<file path="config.mk">
export PLATFORM = sky130hd
export DESIGN_NAME = rect_fill_engine_flat
export DESIGN_NICKNAME = d
export VERILOG_FILES = /design/src/rtl/rect_fill_engine_if.sv /design/src/rtl/rect_fill_engine.sv /design/src/flat_wrapper.sv
export SDC_FILE = /design/constraint.sdc
export NUM_CORES = 1
export LEC_CHECK = 0
export BUFFER_PORTS_ARGS = -buffer_cell sky130_fd_sc_hd__buf_2
export CAP_MARGIN = 20
export CELL_PAD_IN_SITES_DETAIL_PLACEMENT = 0
export CELL_PAD_IN_SITES_GLOBAL_PLACEMENT = 1
export CORE_UTILIZATION = 49
export CTS_BUF_LIST = sky130_fd_sc_hd__clkbuf_4 sky130_fd_sc_hd__clkbuf_8 sky130_fd_sc_hd__clkbuf_16
export DETAILED_ROUTE_END_ITERATION = 6
export GPL_TIMING_DRIVEN = 0
export PLACE_DENSITY = 0.86
export SYNTH_ARGS = -nofsm -noshare
export SYNTH_HDL_FRONTEND = slang
export SYNTH_SLANG_ARGS = --single-unit
export TNS_END_PERCENT = 50
</file>
<file path="constraint.sdc">
create_clock -name clock -period 7.6 [get_ports clock]
set_input_delay 1.52 -clock clock [delete_from_list [all_inputs] [get_ports clock]]
set_output_delay 1.52 -clock clock [all_outputs]
set_load 0.02 [all_outputs]
</file>
<file path="src/rtl/rect_fill_engine_if.sv">
// ============================================================================
// Module   : rect_fill_engine_if
// Purpose  : Fill-request handshake plus the x/y/colour/plot pixel write port.
// Revision : 1.0
// ============================================================================
`default_nettype none

interface rect_fill_engine_if;
   logic       start;
   logic [7:0] x0;
   logic [6:0] y0;
   logic [7:0] width;
   logic [6:0] height;
   logic [2:0] colour_in;
   logic [7:0] x;
   logic [6:0] y;
   logic [2:0] colour;
   logic       plot;
   logic       busy;
   logic       done;

   modport master (
      output start, x0, y0, width, height, colour_in,
      input  x, y, colour, plot, busy, done
   );

   modport slave (
      input  start, x0, y0, width, height, colour_in,
      output x, y, colour, plot, busy, done
   );
endinterface

`default_nettype wire

</file>
<file path="src/rtl/rect_fill_engine.sv">
// ============================================================================
// Module   : rect_fill_engine
// Purpose  : Streams one clipped rectangle fill, pixel per clock, to vga_adapter.
// Revision : 1.0
// ============================================================================
`default_nettype none

module rect_fill_engine #(
   parameter int SCREEN_W = 160,
   parameter int SCREEN_H = 120
) (
   input  wire logic         clock,
   input  wire logic         reset,
   rect_fill_engine_if.slave bus
);

   typedef enum logic [1:0] {
      S_IDLE  = 2'd0,
      S_SETUP = 2'd1,
      S_DRAW  = 2'd2,
      S_DONE  = 2'd3
   } state_t;

   localparam logic [8:0] c_w    = 9'(SCREEN_W);
   localparam logic [8:0] c_h    = 9'(SCREEN_H);
   localparam logic [8:0] c_xmax = 9'(SCREEN_W - 1);
   localparam logic [8:0] c_ymax = 9'(SCREEN_H - 1);

   state_t     r_state;
   logic [7:0] r_x0;
   logic [6:0] r_y0;
   logic [7:0] r_width;
   logic [6:0] r_height;
   logic [2:0] r_colour_l;
   logic [8:0] r_xe;
   logic [8:0] r_ye;
   logic [7:0] r_x;
   logic [6:0] r_y;
   logic [2:0] r_colour;
   logic       r_plot;
   logic       r_busy;
   logic       r_done;

   logic [8:0] w_x_end_raw;
   logic [8:0] w_y_end_raw;
   logic [8:0] w_xe;
   logic [8:0] w_ye;
   logic       w_empty;
   logic       w_x_last;
   logic       w_y_last;

   // 9-bit sums so x0+width-1 cannot wrap before clipping to the screen edge
   assign w_x_end_raw = {1'b0, r_x0} + {1'b0, r_width} - 9'd1;
   assign w_y_end_raw = {2'b00, r_y0} + {2'b00, r_height} - 9'd1;
   assign w_xe        = (w_x_end_raw > c_xmax) ? c_xmax : w_x_end_raw;
   assign w_ye        = (w_y_end_raw > c_ymax) ? c_ymax : w_y_end_raw;
   assign w_empty     = (r_width == 8'd0) || (r_height == 7'd0) ||
                        ({1'b0, r_x0} >= c_w) || ({2'b00, r_y0} >= c_h);
   assign w_x_last    = ({1'b0, r_x} == r_xe);
   assign w_y_last    = ({2'b00, r_y} == r_ye);

   always_ff @(posedge clock or posedge reset) begin
      if (reset) begin
         r_state    <= S_IDLE;
         r_x0       <= '0;
         r_y0       <= '0;
         r_width    <= '0;
         r_height   <= '0;
         r_colour_l <= '0;
         r_xe       <= '0;
         r_ye       <= '0;
         r_x        <= '0;
         r_y        <= '0;
         r_colour   <= '0;
         r_plot     <= 1'b0;
         r_busy     <= 1'b0;
         r_done     <= 1'b0;
      end else begin
         case (r_state)
            S_IDLE: begin
               if (bus.start) begin
                  r_x0       <= bus.x0;
                  r_y0       <= bus.y0;
                  r_width    <= bus.width;
                  r_height   <= bus.height;
                  r_colour_l <= bus.colour_in;
                  r_busy     <= 1'b1;
                  r_state    <= S_SETUP;
               end
            end
            S_SETUP: begin
               r_xe <= w_xe;
               r_ye <= w_ye;
               if (w_empty) begin
                  r_done  <= 1'b1;
                  r_state <= S_DONE;
               end else begin
                  r_x      <= r_x0;
                  r_y      <= r_y0;
                  r_colour <= r_colour_l;
                  r_plot   <= 1'b1;
                  r_state  <= S_DRAW;
               end
            end
            S_DRAW: begin
               if (w_x_last && w_y_last) begin
                  // Coordinates stay on the final pixel so nothing off-rectangle is ever driven
                  r_plot  <= 1'b0;
                  r_done  <= 1'b1;
                  r_state <= S_DONE;
               end else if (w_x_last) begin
                  r_x <= r_x0;
                  r_y <= r_y + 7'd1;
               end else begin
                  r_x <= r_x + 8'd1;
               end
            end
            S_DONE: begin
               r_done  <= 1'b0;
               r_busy  <= 1'b0;
               r_state <= S_IDLE;
            end
            default: begin
               r_plot  <= 1'b0;
               r_done  <= 1'b0;
               r_busy  <= 1'b0;
               r_state <= S_IDLE;
            end
         endcase
      end
   end

   assign bus.x      = r_x;
   assign bus.y      = r_y;
   assign bus.colour = r_colour;
   assign bus.plot   = r_plot;
   assign bus.busy   = r_busy;
   assign bus.done   = r_done;

endmodule

`default_nettype wire

</file>
<file path="src/flat_wrapper.sv">
// flat-port wrapper written by rule: the top's interface ports become plain ports
module rect_fill_engine_flat 
#(
   parameter int SCREEN_W = 160,
   parameter int SCREEN_H = 120
)
  (clock, reset, bus_start, bus_x0, bus_y0, bus_width, bus_height, bus_colour_in, bus_x, bus_y, bus_colour, bus_plot, bus_busy, bus_done);
  rect_fill_engine_if bus_i ();
  input  wire logic clock;
  input  wire logic reset;
  input wire logic [$bits(bus_i.start)-1:0] bus_start;
  input wire logic [$bits(bus_i.x0)-1:0] bus_x0;
  input wire logic [$bits(bus_i.y0)-1:0] bus_y0;
  input wire logic [$bits(bus_i.width)-1:0] bus_width;
  input wire logic [$bits(bus_i.height)-1:0] bus_height;
  input wire logic [$bits(bus_i.colour_in)-1:0] bus_colour_in;
  output wire logic [$bits(bus_i.x)-1:0] bus_x;
  output wire logic [$bits(bus_i.y)-1:0] bus_y;
  output wire logic [$bits(bus_i.colour)-1:0] bus_colour;
  output wire logic [$bits(bus_i.plot)-1:0] bus_plot;
  output wire logic [$bits(bus_i.busy)-1:0] bus_busy;
  output wire logic [$bits(bus_i.done)-1:0] bus_done;
  assign bus_i.start = bus_start;
  assign bus_i.x0 = bus_x0;
  assign bus_i.y0 = bus_y0;
  assign bus_i.width = bus_width;
  assign bus_i.height = bus_height;
  assign bus_i.colour_in = bus_colour_in;
  assign bus_x = bus_i.x;
  assign bus_y = bus_i.y;
  assign bus_colour = bus_i.colour;
  assign bus_plot = bus_i.plot;
  assign bus_busy = bus_i.busy;
  assign bus_done = bus_i.done;
  rect_fill_engine #(.SCREEN_W(SCREEN_W), .SCREEN_H(SCREEN_H)) u_core (.clock(clock), .reset(reset), .bus(bus_i));
endmodule
</file>
==> impl_results.md, run 1 <==
- Die X: 98.66 um
- Antenna diode count: 0
- DRC viols: 0
- Area contributors post-synth: dfrtp_1 (40%), mux2_2 (9.3%), ha_1 (8.2%), inv_1 (4.0%), xor2_1 (3.3%)
- Post-DP HPWL: 7664 um
- Final-stage net count: 597
- Final ANT Viol Nets: 0
- Dpl cell area: 4996 um^2
- CTS Root Cell: clkbuf_8
- FMAX: 0.3421 GHz
- Site Rows: 34
- Share of post-route cells with drive strength above 1: 0.2566
- IO buf count: 56
- Worst Setup Start Kind: flop
- Final Hold Fails: 0
- Mapped Nets: 530
- Setup TNS: 0 ns
- GRT Overall Usage: 0.2188
- CTS tree: yes
- RSZ-0062 raised after global routing: false
- Worst hold path type: flop to flop
- Yosys top cell area share: 0.4045
- Mapped Cells: 462
- Status: finished, final reports clean
- Vias in the first global route: 3472
- IO Pins: 57
- Critical path type: flop to flop
- Finished Layout Cells: 642
- First DRT Iteration DRCs: 126
- Crit. End Element: flop
- Wire per inst: 15.46 um
- Max Root-Sink Buffers: 2
- Drt first pass iters: 4
- Clock net sink count: 74
- Post-route cell area: 5229 um^2
- Clk_lat worst skew: 0.34 ns
- Slew Limit Fails: 0
- Final setup vio count: 0
- Worst Path Required: 7.84 ns
- Number of synthesized flops with an enable pin: 0
- Least-Margin Pin Slew: 0.8967 ns
- Core footprint: 8891 um^2
- Slew HR: 0.4022
- Initial antenna violation count: 0
- GPL Wtd Cong: 0.8211
- Drt via density: 5.517
- Crit path DAT: 3.16 ns
- H-tree depth: 3
- Worst reg2reg path depth: 9
- Post-layout min period: 2.923 ns
- Post-synth top flop: dfrtp_1
- Die ar.: 9734 um^2
- Final cycle utilization of the critical path: 0.3846
- Post-CTS Setup Bufs: 0
- Dpl cells: 626
- FF-to-FF setup slack: 4.68 ns
- Clock-pin slew of the registers on the worst-case setup and hold paths: 0.09 ns
- Maxcap violations: 0
- Async S/R FF share, synth: 1.000
- Post-CTS Resized: 0
- Via count: 3542
- Synth area leader: dfrtp_1
- Area Growth Syn to Fin: 14.21%
- Routed Wire Length: 9925 um
- Skew final: 0.01094 ns
- Post-cts hold buffer count: 0
- Fillers: 782
- Total gr overflow: 0
- Initial Utilization: 0.5149
- Height of the die: 98.66 um
- Post-synthesis register bit count: 74
- First-pass GRT wire length: 16800 um
- YS warnings: 0
- Mapped cell area: 4578 um^2
- Largest net degree at the start of global routing: 75
- Crit-path max FO: 4
- WHS Path Cells: 1
- Syn Area/Cell: 9.909 um^2
- Yosys cell types: 63
- CTS Buf Count: 9
- Sequential share of the synthesized area: 0.4045
critical path, stage by stage, from the launching register on:
cell and delay [ns]:
dfrtp_1 0.44, ha_1 0.30, a21o_1 0.23, a21oi_1 0.31
mux2_2 0.39, or4_4 0.49, o22a_1 0.22, nor2_2 0.12
o21ai_2 0.10, a32o_1 0.23
per-stage QoR:
stage	hold slack [ns]	setup slack (ns)	util
2_1_floorplan	0.4571	4.198	-
3_3_place_gp	0.4796	3.355	0.5616
3_5_place_dp	0.4831	4.631	0.5619
4_1_cts	0.5068	4.678	0.5881
5_1_grt	0.5209	4.518	0.5881
6_report	0.5047	4.677	0.5881
sequential cells by signal, indices dropped and copies added (netlist names), 2 cells and up:
signal             count
u_core.r_xe            9
u_core.r_ye            9
u_core.bus.x           8
u_core.r_width         8
u_core.r_x0            8
u_core.bus.y           7
u_core.r_height        7
u_core.r_y0            7
u_core.bus.colour      3
u_core.r_colour_l      3
u_core.r_state         2
final timing paths:
kind / startpoint / to
setup / recovery: u_core.r_y0[1] / u_core.r_ye[3]
hold / removal: u_core.r_ye[8] / u_core.r_ye[8]
setup reg to reg: u_core.r_y0[1] / u_core.r_ye[3]
hold reg to reg: u_core.r_ye[8] / u_core.r_ye[8]
max in group asynchronous: reset / u_core.r_x0[2]
min in group asynchronous: reset / u_core.r_colour_l[0]
per-layer routing:
layer	wire [um]	part of all wire	track usage
met4	42	0.0042	0.05511
met1	4891	0.49	0.3119
met2	4562	0.46	0.3499
met3	430	0.043	0.03475
met5	0	0	0
layout by cell type, fill, tap and decap left out, drive strengths merged, types with 9 or more instances in the layout:
cell type / n
mux2: 39
nor3: 9
buf: 62
dfrtp: 74
clkbuf: 18
inv: 52
a21oi: 28
ha: 30
xnor2: 12
nand2: 33
xor2: 18
nor2: 25
o21ai: 25
nand3: 13
kinds of logic after synthesis:
family / after synthesis / share of synthesized area
flops: 74 / 0.4045
simple gates: 125 / 0.1413
compound gates: 97 / 0.1454
fa+ha+maj: 32 / 0.09074
mux: 41 / 0.1003
xor+xnor: 30 / 0.05903
buf+inv: 63 / 0.05876
Yosys cell counts (6+ instances only):
cell      instances
nand2_1          32
clkbuf_1          7
nor4_1            6
o21ai_0          14
o21ai_1           9
nor3_1            9
nor2b_1           8
nand3_1          12
ha_1             30
mux2_2           38
a21oi_1          27
xor2_1           17
dfrtp_1          74
inv_1            49
nand4_1           7
nor2_1           23
xnor2_1          12
final cells by class:
type / instances / area [um^2] / area share
multi-input cells: 325 / 2457 / 0.4700
flip-flops and latches: 74 / 1852 / 0.3542
repair buffers: 56 / 280.3 / 0.05360
inverters: 49 / 186.4 / 0.03565
clock buffers: 10 / 137.6 / 0.02632
well taps: 108 / 135.1 / 0.02584
clock inverters: 6 / 95.09 / 0.01819
plain buffers: 14 / 85.08 / 0.01627
Power of run 1 is left out: the tool's default activity adds up to more than one toggle a clock period on the data nets, which glitch-free logic cannot reach.
==> inputs of run 2 (changes only) <==
--- a/config.mk
+++ b/config.mk
@@ -9,11 +9,11 @@
 export CAP_MARGIN = 20
 export CELL_PAD_IN_SITES_DETAIL_PLACEMENT = 0
 export CELL_PAD_IN_SITES_GLOBAL_PLACEMENT = 1
-export CORE_UTILIZATION = 49
+export CORE_UTILIZATION = 41
 export CTS_BUF_LIST = sky130_fd_sc_hd__clkbuf_4 sky130_fd_sc_hd__clkbuf_8 sky130_fd_sc_hd__clkbuf_16
 export DETAILED_ROUTE_END_ITERATION = 6
 export GPL_TIMING_DRIVEN = 0
-export PLACE_DENSITY = 0.86
+export PLACE_DENSITY = 0.77
 export SYNTH_ARGS = -nofsm -noshare
 export SYNTH_HDL_FRONTEND = slang
 export SYNTH_SLANG_ARGS = --single-unit
==> constraint.sdc (replaced) <==
create_clock -name clock -period 2.5 [get_ports clock]
set_input_delay 0.5 -clock clock [delete_from_list [all_inputs] [get_ports clock]]
set_output_delay 0.5 -clock clock [all_outputs]
set_load 0.02 [all_outputs]
==> run 2 against run 1 <==
The flow now finishes with violations (negative setup slack). Global-route usage decreased by 1.8 points. Clock-buffer cell count unchanged. Final cell count grew 9.2%. Non-clock buffer count increased by 28. Sequential cell count stayed put. Critical path type unchanged. Critical endpoint unchanged.
==> impl_results.md, run 2 (same netlist as run 1, synthesis figures left out) <==
- Antenna diode count: 0
- CP top delay family: compound AO/OA/AOI/OAI gates
- Via count: 3713
- Crit. End Element: flop
- Area Growth Syn to Fin: 27.06%
- Fillers: 986
- Site Rows: 38
- Setup ws final: -0.2439 ns
- Skew final: 0.01314 ns
- RSZ-0062 raised after global routing: true
- Height of the die: 107.7 um
- Initial Utilization: 0.4223
- Setup TNS: -1.215 ns
- First-pass GRT wire length: 17620 um
- Slew HR: 0.5525
- Max Root-Sink Buffers: 2
- Drt first pass iters: 4
- Status: finished with violations
- IO Pins: 57
- Core footprint: 10840 um^2
- GPL Wtd Cong: 0.8519
- Met2 global-route usage: 0.3141
- Final-stage net count: 625
- Share of post-route cells with drive strength above 1: 0.3886
- Drt via density: 5.297
- Maxcap violations: 0
- Final Hold Fails: 0
- Vias in the first global route: 3718
- Total gr overflow: 0
- Post-layout min period: 2.744 ns
- GRT Overall Usage: 0.2008
- CTS Buf Count: 9
- CP Cell Sequence: ha_4 > buf_4 > a21o_4 > a21oi_4 > mux2_4 > or4_4 > o22a_1 > nor2_4 > o21ai_4 > a32o_1
- Worst hold path type: input port to asynchronous set/reset pin
- Final setup vio count: 14
- Buf+Inv Stages, Crit Path: 1
- Least-Margin Pin Slew: 0.6712 ns
- Die X: 107.7 um
- Slew Limit Fails: 0
- Final cycle utilization of the critical path: 1.098
- Worst Setup Start Kind: flop
- CTS tree: yes
- Violated checks: negative setup slack
- CP max-delay cell: or4_4
- Met3 global-route usage: 0.02966
- Worst path max stage delay: 0.54 ns
- First DRT Iteration DRCs: 110
- Most common cell after layout, fill and taps aside: dfrtp_1
- Post-DP HPWL: 7868 um
- Grt met1 use: 0.2665
- Crit-path max FO: 4
- Clock net sink count: 74
- Clk_lat worst skew: 0.36 ns
- Clock-pin slew of the registers on the worst-case setup and hold paths: 0.09 ns
- Final ANT Viol Nets: 0
- Crit path DAT: 2.99 ns
- Top Registers: u_core.r_xe (9), u_core.r_ye (9)
- Worst Path Required: 2.75 ns
- Most frequent cells in the layout: dfrtp_1 (73), buf_2 (59), inv_1 (38)
- Largest net degree at the start of global routing: 48
- Critical path type: flop to flop
- DRC viols: 0
- Die ar.: 11590 um^2
- CTS Root Cell: clkbuf_8
- Initial antenna violation count: 0
- Routed Wire Length: 10940 um
- Pre-CTS WS: -0.3807 ns
- Most Used Layer, Global Route: met2
- FMAX: 0.3644 GHz
- Wire per inst: 15.61 um
- IO buf count: 56
- H-tree depth: 3
==> run 2: changes by cell type in the layout (fill, tap and decap cells not counted), moves of 4 or more <==
cell,change
inv_2,+9
inv_1,-10
buf_4,+26
a21oi_1,-5
ha_1,-8
ha_4,+7
o32ai_1,-4
==> run 2: metal layers <==
layer | up-vias | part of all wire | wire [um]
li1 | 1821 | - | -
met3 | 25 | 0.036 | 390
met4 | 0 | 0.029 | 314
met1 | 1788 | 0.48 | 5259
met5 | - | 0 | 0
met2 | 79 | 0.45 | 4978
==> run 2: what timing repair did <==
action	in CTS	in global routing
gates cloned	0	0
pin swaps	23	27
setup buffers	20	11
resized for setup	39	36
setup endpoints to repair	15	31
hold buffers	0	0
==> run 2: final timing paths <==
check / startpoint / cells past startpoint / endpoint / slack, ns
max: u_core.r_height[0] / 10 / u_core.r_ye[3] / -0.24
min: reset / 2 / u_core.bus.x[3] / 0.12
max reg2reg: u_core.r_height[0] / 10 / u_core.r_ye[3] / -0.24
min reg2reg: u_core.r_colour_l[0] / 1 / u_core.bus.colour[0] / 0.51
max in group asynchronous: reset / 3 / u_core.r_y0[3] / 1.80
min in group clock: bus_x0[0] / 2 / u_core.r_x0[0] / 0.36
==> run 2: layout make-up <==
cell class | instances | area [um^2] | area share
Tap cell | 140 | 175.2 | 0.03011
Inverter | 49 | 188.9 | 0.03248
Sequential cell | 74 | 1853 | 0.3186
Timing Repair Buffer | 85 | 525.5 | 0.09034
Multi-Input combinational cell | 325 | 2830 | 0.4866
Clock buffer | 10 | 131.4 | 0.02259
Clock inverter | 5 | 31.28 | 0.005377
Buffer | 13 | 81.33 | 0.01398
==> run 2: worst register-to-register path: stages, from the launching register on <==
cell	delay, ns
dfrtp_1	0.42
ha_4	0.19
buf_4	0.13
a21o_4	0.21
a21oi_4	0.17
mux2_4	0.31
or4_4	0.54
o22a_1	0.24
nor2_4	0.12
o21ai_4	0.09
a32o_1	0.22
==> run 2: metrics by stage <==
step	hold slack, ns	std cells	utilization	cell area (um^2)
floorplan	0.4571	462	-	4589
global placement	0.4792	658	0.4654	5045
detailed placement	0.4924	659	0.4681	5075
CTS	0.1212	694	0.5147	5579
global route	0.1514	701	0.5366	5817
finish	0.1232	701	0.5366	5817
Power of run 2 is left out for the same reason.
